<file path="src/rtl/clockdiv_prog.sv">
// Runtime-programmable integer clock divider with square/pulse output, tick strobe and glitch-free divisor reload.
// Optional tick_count output enabled by defining CLKDIV_TICKCNT_EN.
module clockdiv_prog #(
  parameter int unsigned CNT_W       = 17,
  parameter int unsigned DEFAULT_DIV = 2
) (
  input  logic             clk,
  input  logic             rst,
  input  logic             en,
  input  logic             mode,
  input  logic [CNT_W-1:0] div_in,
  input  logic             div_load,
  output logic             div_pending,
  output logic [CNT_W-1:0] div_cur,
  output logic             dclk,
`ifdef CLKDIV_TICKCNT_EN
  output logic [15:0]      tick_count,
`endif
  output logic             tick
);

  typedef enum logic {
    S_IDLE    = 1'b0,
    S_PENDING = 1'b1
  } ld_state_e;

  localparam logic [CNT_W-1:0] MIN_DIV = CNT_W'(2);
  localparam logic [CNT_W-1:0] ONE     = CNT_W'(1);
  localparam logic [CNT_W-1:0] RST_DIV = CNT_W'(DEFAULT_DIV);

  function automatic logic [CNT_W-1:0] clamp_div(input logic [CNT_W-1:0] v);
    if (v < MIN_DIV) begin
      return MIN_DIV;
    end
    return v;
  endfunction

  // ceil(n/2), one bit wider so n = 2^CNT_W-1 does not wrap
  function automatic logic [CNT_W:0] half_up(input logic [CNT_W-1:0] n);
    logic [CNT_W:0] sum;
    sum = {1'b0, n} + (CNT_W+1)'(1);
    return sum >> 1;
  endfunction

  ld_state_e        state_q, state_d;
  logic [CNT_W-1:0] cnt_q, cnt_d;
  logic [CNT_W-1:0] div_cur_q, div_cur_d;
  logic [CNT_W-1:0] pend_q, pend_d;
  logic             dclk_q, dclk_d;
  logic             tick_q, tick_d;
  logic             wrap;
  logic [CNT_W:0]   half;

  always_comb begin
    wrap      = (cnt_q == (div_cur_q - ONE));
    half      = half_up(div_cur_q);
    cnt_d     = cnt_q;
    div_cur_d = div_cur_q;
    pend_d    = pend_q;
    state_d   = state_q;
    dclk_d    = dclk_q;
    tick_d    = 1'b0;

    if (en) begin
      tick_d = wrap;
      dclk_d = mode ? wrap : ({1'b0, cnt_q} < half);
      cnt_d  = wrap ? '0 : (cnt_q + ONE);
      if ((state_q == S_PENDING) && wrap) begin
        div_cur_d = pend_q;
        state_d   = S_IDLE;
      end
    end else if (state_q == S_PENDING) begin
      // Frozen counter has no boundary to wait for: apply now and restart the period.
      div_cur_d = pend_q;
      cnt_d     = '0;
      state_d   = S_IDLE;
    end

    // A load on the apply edge still captures: the old value applies, the new one waits.
    if (div_load) begin
      pend_d  = clamp_div(div_in);
      state_d = S_PENDING;
    end
  end

  // ---- register stage ----
  always_ff @(posedge clk) begin
    if (rst) begin
      state_q   <= S_IDLE;
      cnt_q     <= '0;
      div_cur_q <= RST_DIV;
      pend_q    <= '0;
      dclk_q    <= 1'b0;
      tick_q    <= 1'b0;
    end else begin
      state_q   <= state_d;
      cnt_q     <= cnt_d;
      div_cur_q <= div_cur_d;
      pend_q    <= pend_d;
      dclk_q    <= dclk_d;
      tick_q    <= tick_d;
    end
  end

`ifdef CLKDIV_TICKCNT_EN
  logic [15:0] tick_count_q, tick_count_d;

  always_comb begin
    tick_count_d = tick_count_q + {15'd0, tick_d};
  end

  always_ff @(posedge clk) begin
    if (rst) begin
      tick_count_q <= '0;
    end else begin
      tick_count_q <= tick_count_d;
    end
  end

  assign tick_count = tick_count_q;
`endif

  assign div_pending = (state_q == S_PENDING);
  assign div_cur     = div_cur_q;
  assign dclk        = dclk_q;
  assign tick        = tick_q;

endmodule

</file>
<file path="config.mk">
export PLATFORM = sky130hd
export DESIGN_NAME = clockdiv_prog
export DESIGN_NICKNAME = d
export VERILOG_FILES = /design/src/rtl/clockdiv_prog.sv
export SDC_FILE = /design/constraint.sdc
export NUM_CORES = 1
export LEC_CHECK = 0
export ABC_AREA = 1
export BUFFER_PORTS_ARGS = -buffer_cell sky130_fd_sc_hd__buf_2
export CORE_ASPECT_RATIO = 0.75
export CORE_MARGIN = 3
export CORE_UTILIZATION = 49
export CTS_BUF_LIST = sky130_fd_sc_hd__clkbuf_4 sky130_fd_sc_hd__clkbuf_8
export DETAILED_ROUTE_END_ITERATION = 16
export HOLD_SLACK_MARGIN = 0.02
export PLACE_DENSITY = 0.73
export SLEW_MARGIN = 20
export SYNTH_ARGS = -nofsm -noshare
export SYNTH_HDL_FRONTEND = slang
export SYNTH_SLANG_ARGS = --single-unit
export TNS_END_PERCENT = 20
</file>
<file path="constraint.sdc">
create_clock -name clk -period 3 [get_ports clk]
set_input_delay 0.3 -clock clk [delete_from_list [all_inputs] [get_ports clk]]
set_output_delay 0.3 -clock clk [all_outputs]
set_load 0.005 [all_outputs]
</file>
# --- After elaboration in Yosys (flattened, before gate mapping) ---
# Index checks and enable logic that the tools add are counted.
word_totals:
  ff_bits: 54
  latchBits: 0
  mem_bits_rw: 0
  romBits: 0
  in_bits: 22
  out_inout_bits: 20
  word_cells: 33
  mem_count: 0
op_classes:
  n_addsub: 3
  multipliers: 0
  div_mod_pow: 0
  magnitude_cmp: 2
  n_eq_ne: 3
  n_shift: 0
  mux: 14
  bitwise_logic: 1
  reduce_logical: 4
ops:
  columns: ["operator", "count"]
  rows:
  - ["$mux W17", 8]
  - ["$add A17 B1 Y18 const B", 1]
  - ["$add A17 B1 Y17 const B", 1]
  - ["$eq A17 B17 Y1", 1]
  - ["$lt A17 B17 Y1", 1]
  - ["$lt A17 B2 Y1 const B", 1]
  - ["$sub A17 B1 Y17 const B", 1]
  - ["$mux W1", 6]
  - ["$ne A3 B1 Y1 const B", 1]
  - ["$ne A2 B1 Y1 const B", 1]
  - ["$reduce_and A2 Y1", 1]
  - ["$reduce_bool A2 Y1", 1]
  - ["$reduce_or A2 Y1", 1]
  - ["$logic_and A1 B1 Y1", 1]
  - ["$not A1 Y1", 1]

# --- Logic depth before layout (Yosys ltp) ---
# Gate-level depths: netlist (run 1).
depth:
  depth_word: 6
  mapped_depth: 17
  ltp_nobuf: 16

# --- Least setup slack after synthesis (run 1) ---
# OpenSTA, ideal clock, no wires.
synth_path:
  path_kind: "reg2reg"
  from: "register div_cur_q[2] (netlist: div_cur[2])"
  to: "register dclk_q (netlist: dclk)"
  setup_ns: 0.130
  arrival_time_ns: 2.422
  required_ns: 2.870
  slack_ns: 0.448
  path_stages_with_launch: 16
  path_buffers: 1
  period_less_slack_ns: 2.552
  cell_sequence: "dfxtp_1 -> buf_6 -> nand3_1 -> nor2_1 -> nand2_1 -> nor3_1 -> nand4_1 -> nor2_1 -> nand3_1 -> xor2_1 -> ha_1 -> nand3_1 -> nor3_1 -> o2111ai_1 -> nand4_1 -> a31oi_1"
synth_via:
  elab_chain_cells: 3
  word_cells_on_any_way: 5
  classes_between: "add/sub (2); order compare (1); eq/ne (1); mux (1)"
synth_lines:
  columns: ["item", "line", "rtl"]
  rows:
  - ["from (decl)", "47", "logic [CNT_W-1:0] div_cur_q, div_cur_d;"]
  - ["from (signal assigned)", "98", "div_cur_q <= div_cur_d;"]
  - ["$add A17 B1 Y18 or $sub A17 B1 Y17 (tied branches)", "41, 55", null]
  - ["$lt A17 B17 Y1 or $eq A17 B17 Y1 (tied branches)", "66, 55", null]
  - ["$mux W1 (*)", "66", "dclk_d = mode ? wrap : ({1'b0, cnt_q} < half);"]
  - ["to (signal assigned)", "100", "dclk_q <= dclk_d;"]
  - ["to (decl)", "49", "logic dclk_q, dclk_d;"]
# Mark *: on every way between the ends. The rest lies on a longest branch, timed or not.
# A chain may end at the register's enable or synchronous reset.

# --- Final worst setup path (run 1) ---
layout_path:
  from: "register div_cur_q[0] (netlist: div_cur[0])"
  to: "register dclk_q (netlist: dclk)"
# The elaborated chain is that of the path after synthesis.

==> run summary, run 1 <==
The async set-or-reset flop fraction in the synthesized netlist came out at 0%. The post-layout minimum cycle time came out at 2.68 ns. The top cell type by total area after synthesis was dfxtp_1. Once the floorplan was initialized, standard cells occupied 51.3% of the core.

Sequential element share of the synthesized area: 28.2%. Setup repair after global routing left no endpoint under its margin. From synthesis to final layout, the design area changed by 9.40%. The tools report the post-route total power as 1.64 mW.

The max-slew violation total from the final report was 0; the via density per instance was 5.27. Sorting the synthesized cells by area gives the leading types as dfxtp_1, nand2_1, nand3_1. Counting every sink on the clock net gives 54. Setup violations remaining at the end of the flow were counted as 0. The root buffer cell chosen for the clock tree is clkbuf_8.

Global routing used 23.0% of the available tracks across all layers. The biggest fanout along the worst timing path came out at 6. The final route contains 3734 vias. The run gives 27 as the number of cell rows. The die footprint was 0.00893 sq mm; the global-route wire length before repair was 16.5 mm. Dividing total power by cell area gives a power density of 390 mW/mm^2. Max-cap violations in this run came to 0. The tools report the cell area after placement as 0.00406 sq mm. The area of all placed cells without fillers was 0.00419 sq mm; the leakage power total was 1.92 nW. The logs give 0.883 for the final weighted congestion in routability-driven placement and 2.93 ns for the data arrival time of the critical path. The flow ran to the end, and the final reports show no timing, DRC or antenna violations. Synthesis produced 580 cells.

Remaining number of nets flagged by the antenna check after routing: 0. The tools report the number of non-filler instances in the completed layout as 709. Once routing completed, OpenROAD measured the worst setup slack at 0.323 ns. The path class of the lowest-slack min-delay path was input port to flop. Across the routed clock network, the largest skew measured is 0.00694 ns.

The setup total negative slack came out at 0 ns. For this run, the leading register cell type out of synthesis is dfxtp_1. STA classifies the critical path endpoint as a flop. For the pin with the worst max-slew slack, the measured transition is 0.843 ns. Minimum setup slack after placement: 0.106 ns. The wire-length estimate of the detail-placed layout is 7.42 mm. Aggregate global routing overflow: 0. The logs give 0.32 ns for the clock latency on the worst-skew pair and 0 for the initial antenna violation count.

The worst setup path is launched from a flop. The width of the die is 108 um, and the highest ir drop seen on vdd is 0.227 mV. The post-route netlist has 13.7% of its cells at a drive strength greater than 1. Counting every net in the synthesized netlist gives 621.

Measured against its own limit, the worst slew margin works out to 43.5%. The H-tree generated during clock tree synthesis spans 2 levels. The share of the cycle needed by the critical path after routing is 89.2%, and the post-synthesis instance area is 0.00383 sq mm. Derived from the worst setup path, the maximum achievable clock frequency is 0.374 GHz.

Entering global routing, the biggest net connects 38 pins. Dividing the detail-routed wire length by the instance count gives 13.7 um. The run gives 5 as the clock buffer count from CTS.

Data on the critical path is required at its endpoint by 3.25 ns. For this run, design rule violations remaining after detail routing come to 0. Before antenna repair, the detailed router went through 4 iterations. The tools report the number of fillers in the final layout as 736. The aggregate routed wire length came out at 9.71 mm. The I/O pin total is 42, and the floorplan die height is 82.6 um. For the via count of the first global-routing pass, the log shows 3441. After the first detailed-routing iteration, the DRC count stood at 225. In this run, synthesis inferred 0 flip-flops with an integrated enable. The final count of hold timing violations came out at 0. Of the post-synthesis cell area, the dominant cell type holds 28.2%. The synthesized flop and latch total works out to 54. The number of antenna diodes in the final layout is 0. The average cell area after synthesis was 6.61 sq um. TritonCTS built the clock tree.

The critical setup path kind was flop to flop. The maximum clock insertion buffer count was 2; the final layout net count was 648. The number of placed instances with taps included was 700; the area inside the core boundary was 0.00747 sq mm. Input and output buffers added on the ports amount to 41. The count of different cell masters after synthesis came out at 36. Yosys printed 0 warnings.

The clock-pin slew reported for the worst setup and hold paths after clock tree synthesis is 0.11 ns.
## cell families after synthesis
group	Yosys count	share of synthesized area, %
AO/OA/AOI/OAI	75	11.2
flip-flops	54	28.2
adder cells (fa/ha/maj)	19	6.20
buffers and inverters	95	10.5
AND/OR/NAND/NOR	305	36.6
XOR/XNOR	32	7.31
## metrics by stage
step,utilization [%],hold WS (ns)
2_1_floorplan,-,0.437
5_1_grt,56.2,0.252
3_5_place_dp,54.4,0.453
6_report,56.2,0.257
3_3_place_gp,54.4,0.454
4_1_cts,55.8,0.246
## state kept, by name (all words and copies together) (netlist names)
| name | cells |
|---|---|
| cnt_q | 17 |
| div_cur | 17 |
| pend_q | 17 |
| dclk | 1 |
| div_pending | 1 |
| tick | 1 |
## Yosys cell counts, types with 2 or more instances
master    instances
nand3_1          49
buf_1             2
ha_1             19
a211oi_1         16
nor2_2            3
a21oi_1          45
clkbuf_1         15
nor4_1            5
buf_4             2
nand3b_1          8
dfxtp_1          54
buf_2             6
inv_2             2
buf_6             4
nand4_1          13
nor2_1           65
nor3_1            6
xor2_1           20
o21ai_0           9
nand2_2           4
inv_1            63
nand2_1         140
nor2_4            6
xnor2_1          12
## power by group
part / total (mW) / internal [mW] / switching, mW
sequential: 0.793 / 0.752 / 0.0410
combinational: 0.376 / 0.135 / 0.240
clock: 0.467 / 0.197 / 0.270
## layout make-up
class	count	area [sq um]	share of cell area, %
inverter	66	248	5.91
multi-input combinational	431	2360	56.4
sequential	54	1090	25.9
timing repair buffer	49	265	6.33
tap	101	126	3.01
clock buffer	6	82.6	1.97
clock inverter	2	20.0	0.477
## what timing repair did
action | CTS | global route
hold buffers | 0 | 0
buffers inserted | 0 | 1
setup endpoints to repair | 0 | 1
gates resized for setup | 0 | 7
## per-layer routing
layer,up-vias,wire (um),GRT usage [%]
met1,1712,4680,31.3
met5,-,0,0
met3,9,456,3.11
met2,75,4480,38.8
li1,1938,-,-
met4,0,94,6.18
## worst paths after layout
path	from	end	slack [ns]	cells past startpoint
max	div_cur[0]	dclk	0.32	16
min	div_in[8]	pend_q[8]	0.26	3
max reg2reg	div_cur[0]	dclk	0.32	16
min reg2reg	pend_q[11]	pend_q[11]	0.47	2
## worst max-delay path, cell delays in order (launching register included)
cell and delay, ns:
dfxtp_2 0.39, ha_1 0.21, nand3_1 0.16, nor2_1 0.15, nand4_1 0.17, nor2_2 0.20
nand2_1 0.09, nor2_1 0.12, xor2_1 0.17, ha_1 0.24, nand2_1 0.06, inv_1 0.06
nand3_1 0.10, inv_1 0.06, a21oi_1 0.16, nand4_1 0.11, a31oi_1 0.16
## cells in the final DEF (no fill, tap or decap), types with 6 or more instances in the layout
master / n
a21oi_1: 45
nand4_1: 13
nand3b_1: 8
nor2_1: 63
ha_1: 19
clkbuf_8: 6
o21ai_0: 9
dfxtp_1: 52
a211oi_1: 16
nand3_1: 49
nand2_1: 140
xor2_1: 20
nor2_4: 6
xnor2_1: 12
inv_1: 63
buf_2: 41
buf_4: 8
No activity file was read; power rests on OpenSTA's default activity.
==> inputs of run 2 (changes only) <==
ABC_AREA = default   (was 1)
==> run 2 against run 1 <==
Against the previous run: non-clock buffer count grew 20; first-iteration DRC count down 3.6%; clock skew fell by 0.0011 ns; sequential power down 3.3%; synthesized area down 8.0%; clock power down 12%; global-route usage down 1.5 points; hold slack got worse by 0.015 ns; combinational power decreased by 21%; critical path depth shrank 6; critical endpoint is now div_cur[5]; final cell count down 20%; utilization grew 3.5 points.
==> run summary, run 2 <==
The flow ran to the end, and the final reports show no timing, DRC or antenna violations. Among all cell types in the netlist, the one instantiated most often is dfxtp_1. The tools report the via total after detailed routing as 3320.

The async set-or-reset flop fraction in the synthesized netlist was 0%; the data arrival time of the critical path was 3.18 ns. The most used flip-flop cell after synthesis is dfxtp_1. The slew at the pin closest to its max-slew limit works out to 0.555 ns.

The combinational cell fraction of total power was 20.1%; the highest cell delay on the worst timing path was 0.55 ns. The first global-routing pass estimated 14.9 mm of wire. The synthesized design spends more area on one cell type than any other, namely dfxtp_1. In the routed design, unresolved DRC markers number 0.

Setup violations remaining at the end of the flow were counted as 0. The max-slew violation total from the final report came out at 0. The clock buffer count from CTS was 5. The detailed router finished its first iteration with 217 violations. The later pin in the worst-skew pair is clocked with a latency of 0.31 ns.

STA classifies the critical path endpoint as a flop. The final antenna diode count was 0; the highest clock frequency the design can meet was 0.337 GHz. Summed over all nets, the half-perimeter wirelength after detailed placement is 6.75 mm. The via count of the first global-routing pass was 3028; the final weighted congestion in routability-driven placement was 0.944.

After synthesis, the netlist uses 57 different library cells. In the final routed layout, each cell accounts on average for 16.0 um. The finished cells cover 0.00411 sq mm. The switching power was 441 uW; the aggregate global routing overflow was 0. The highest ir drop seen on vdd is 0.217 mV. Among all stages on the critical path, the largest delay is contributed by or4_4. Yosys attributes the largest share of cell area to dfxtp_1, ha_1, mux2i_1.

The fraction of synthesized cell area taken by the top area cell type was 30.7%; the worst clock skew was 0.00588 ns. The post-layout minimum cycle time was 2.97 ns. For this design the static power due to leakage is 1.68 nW. The post-synthesis instance area was 0.00352 sq mm; the number of sinks handled by clock tree synthesis was 54. Setup repair after global routing could not meet its margin everywhere.

The first TritonRoute pass finished after 5 iterations. The synthesized flop and latch total is 54. The signal on the critical path passes through inv_2 > ha_4 > or3b_4 > or3_1 > a32oi_1 > mux2i_1 > or4_4 > o21ai_4 > nand2_4 > a22o_1. The most common cell after layout, fill and taps aside is dfxtp_1. In this run the vertical extent of the chip is 79.5 um. For the final count of hold timing violations, the log shows 0.

The area of all sequential standard cells is 0.00109 sq mm, and the max capacitance violation total is 0. The remaining number of nets flagged by the antenna check after routing was 0; the yosys synthesis warning count was 0. The number of I/O port buffers is 41, and the sequential element share of the synthesized area is 30.7%.

Registers are responsible for 52.0% of the overall power. Synthesis produced a netlist whose cell count is 421. Path class of the lowest-slack min-delay path: input port to flop. The area inside the core boundary was 0.00690 sq mm. Entering global routing, the biggest net connects 36 pins. The clock-pin slew reported for the worst setup and hold paths after clock tree synthesis is 0.10 ns.

In this run the core area contains 26 standard-cell rows. The initial antenna violation count is 0. STA classifies the critical path startpoint as a flop.

Of the cells placed in the final design, the portion with a size suffix greater than 1 is 23.8%. In the layout the commonest cells are dfxtp_1, buf_2, nand2_1, nor2_1. The filler cells instantiated in the layout total 635. The average instance in the mapped netlist occupies 8.37 sq um. For the cell area after placement, the log shows 0.00392 sq mm.

The worst pin sits at a relative slew slack of 62.7%. The final critical path takes up 98.9% of the cycle. For the final layout net count, the log shows 511. Synthesis produced a netlist with a net count of 462. In this run switching power makes up 29.9% of total power. Cell internal power was estimated by the tool at 1.04 mW. TritonCTS built the clock tree. The worst setup path is of the flop to flop kind. The clock tree synthesis step divided the H-tree into 2 levels.

In this run the count of I/O pins placed on the die edge is 42. The minimum setup slack after placement came out at -0.162 ns. The tightest hold path in the finished design has a slack of 0.242 ns.

Per report_power, the clock group accounts for 27.9% of the total. The die covers 0.00826 sq mm. Compared with the post-synthesis result, the final layout area differs by 16.6%. The die is 104 um wide.

Across every metal layer, demand over resource in global routing totals 21.5%. Wires add up to 9.11 mm. Summing all multi-input logic gate instances after layout gives 0.00238 sq mm. The longest clock path from root to sink contains 2 buffers. The tools report the post-route worst setup slack as 0.0329 ns. The worst path required time is 3.21 ns.

Hold repair after CTS inserted 0 buffers. Once the floorplan was initialized, standard cells occupied 51.1% of the core. Power spread over the standard cell area amounts to 359 mW/mm^2. After detailed routing, the number of vias per cell comes to 5.85. The tools report the root buffer selected by CTS as clkbuf_8.

In this run, synthesis inferred 0 flip-flops with an integrated enable. The biggest fanout along the worst timing path was 8. By count the netlist is led by dfxtp_1, nand2_1, nor2_1, nand3_1.
[run 2: worst paths after layout]
| path | endpoint | start | slack, ns | depth (start not counted) |
|---|---|---|---|---|
| worst max-delay path | div_cur[5] | div_cur[1] | 0.03 | 10 |
| worst min-delay path | pend_q[13] | div_in[13] | 0.24 | 3 |
| worst max register to register | div_cur[5] | div_cur[1] | 0.03 | 10 |
| worst min register to register | div_cur[14] | pend_q[14] | 0.49 | 1 |
[run 2: cells by family (layout without fill, tap and decap cells)]
family | Yosys count | count (layout) | share of synthesized area, %
muxes | 17 | 17 | 4.83
buffers and inverters | 35 | 82 | 4.47
DFF | 54 | 54 | 30.7
AOI/OAI and AO/OA | 75 | 75 | 15.5
xor gates and xnor gates | 36 | 36 | 8.95
adders and majority gates | 19 | 19 | 6.74
and+or+nand+nor | 185 | 187 | 28.9
[run 2: repair_timing]
| item | in CTS | in global routing |
|---|---|---|
| endpoints found under the hold margin | 0 | 0 |
| pin swaps | 1 | 2 |
| resized for setup | 6 | 21 |
| setup buffers | 2 | 0 |
| cloned | 0 | 2 |
| setup endpoints to repair | 5 | 32 |
[run 2: critical path, delay by kind of cell (launching register included)]
family	cells	cell delay, ns
flops	1	0.35
mux	1	0.13
fa+ha+maj	1	0.14
buf+inv	1	0.10
simple gates	4	1.44
compound gates	3	0.71
[run 2: per-layer routing]
metal	up-vias	GRT usage, %	part of all wire, %	wire, um
li1	1633	-	-	-
met1	1584	31.4	50	4540
met2	94	33.9	43	3960
met3	9	3.56	6.1	551
met4	0	4.12	0.67	61
met5	-	0	0	0
[run 2: layout make-up]
type | instances | share of cell area, %
clock buffers | 5 | 1.67
clock inverters | 2 | 0.365
inverters | 6 | 0.548
multi-input cells | 334 | 57.9
flip-flops and latches | 54 | 26.4
well taps | 98 | 2.98
repair buffers | 69 | 10.1
[run 2: metrics by stage]
step	power, mW	util [%]	setup TNS, ns	std cells
after floorplan	0.957	-	0	421
after global placement	1.04	56.8	-0.104	557
after detailed placement	1.05	56.8	-0.187	557
after CTS	1.46	58.5	-0.0372	566
after global routing	1.54	59.6	-0.685	568
final	1.48	59.6	0	568
[run 2: power groups by stage]
stage	Clock (mW)	Sequential, mW	Combinational, mW
after floorplan	0	0.775	0.182
after global placement	0	0.780	0.262
after detailed placement	0	0.781	0.272
after CTS	0.417	0.764	0.277
after global routing	0.440	0.771	0.327
final	0.412	0.767	0.297
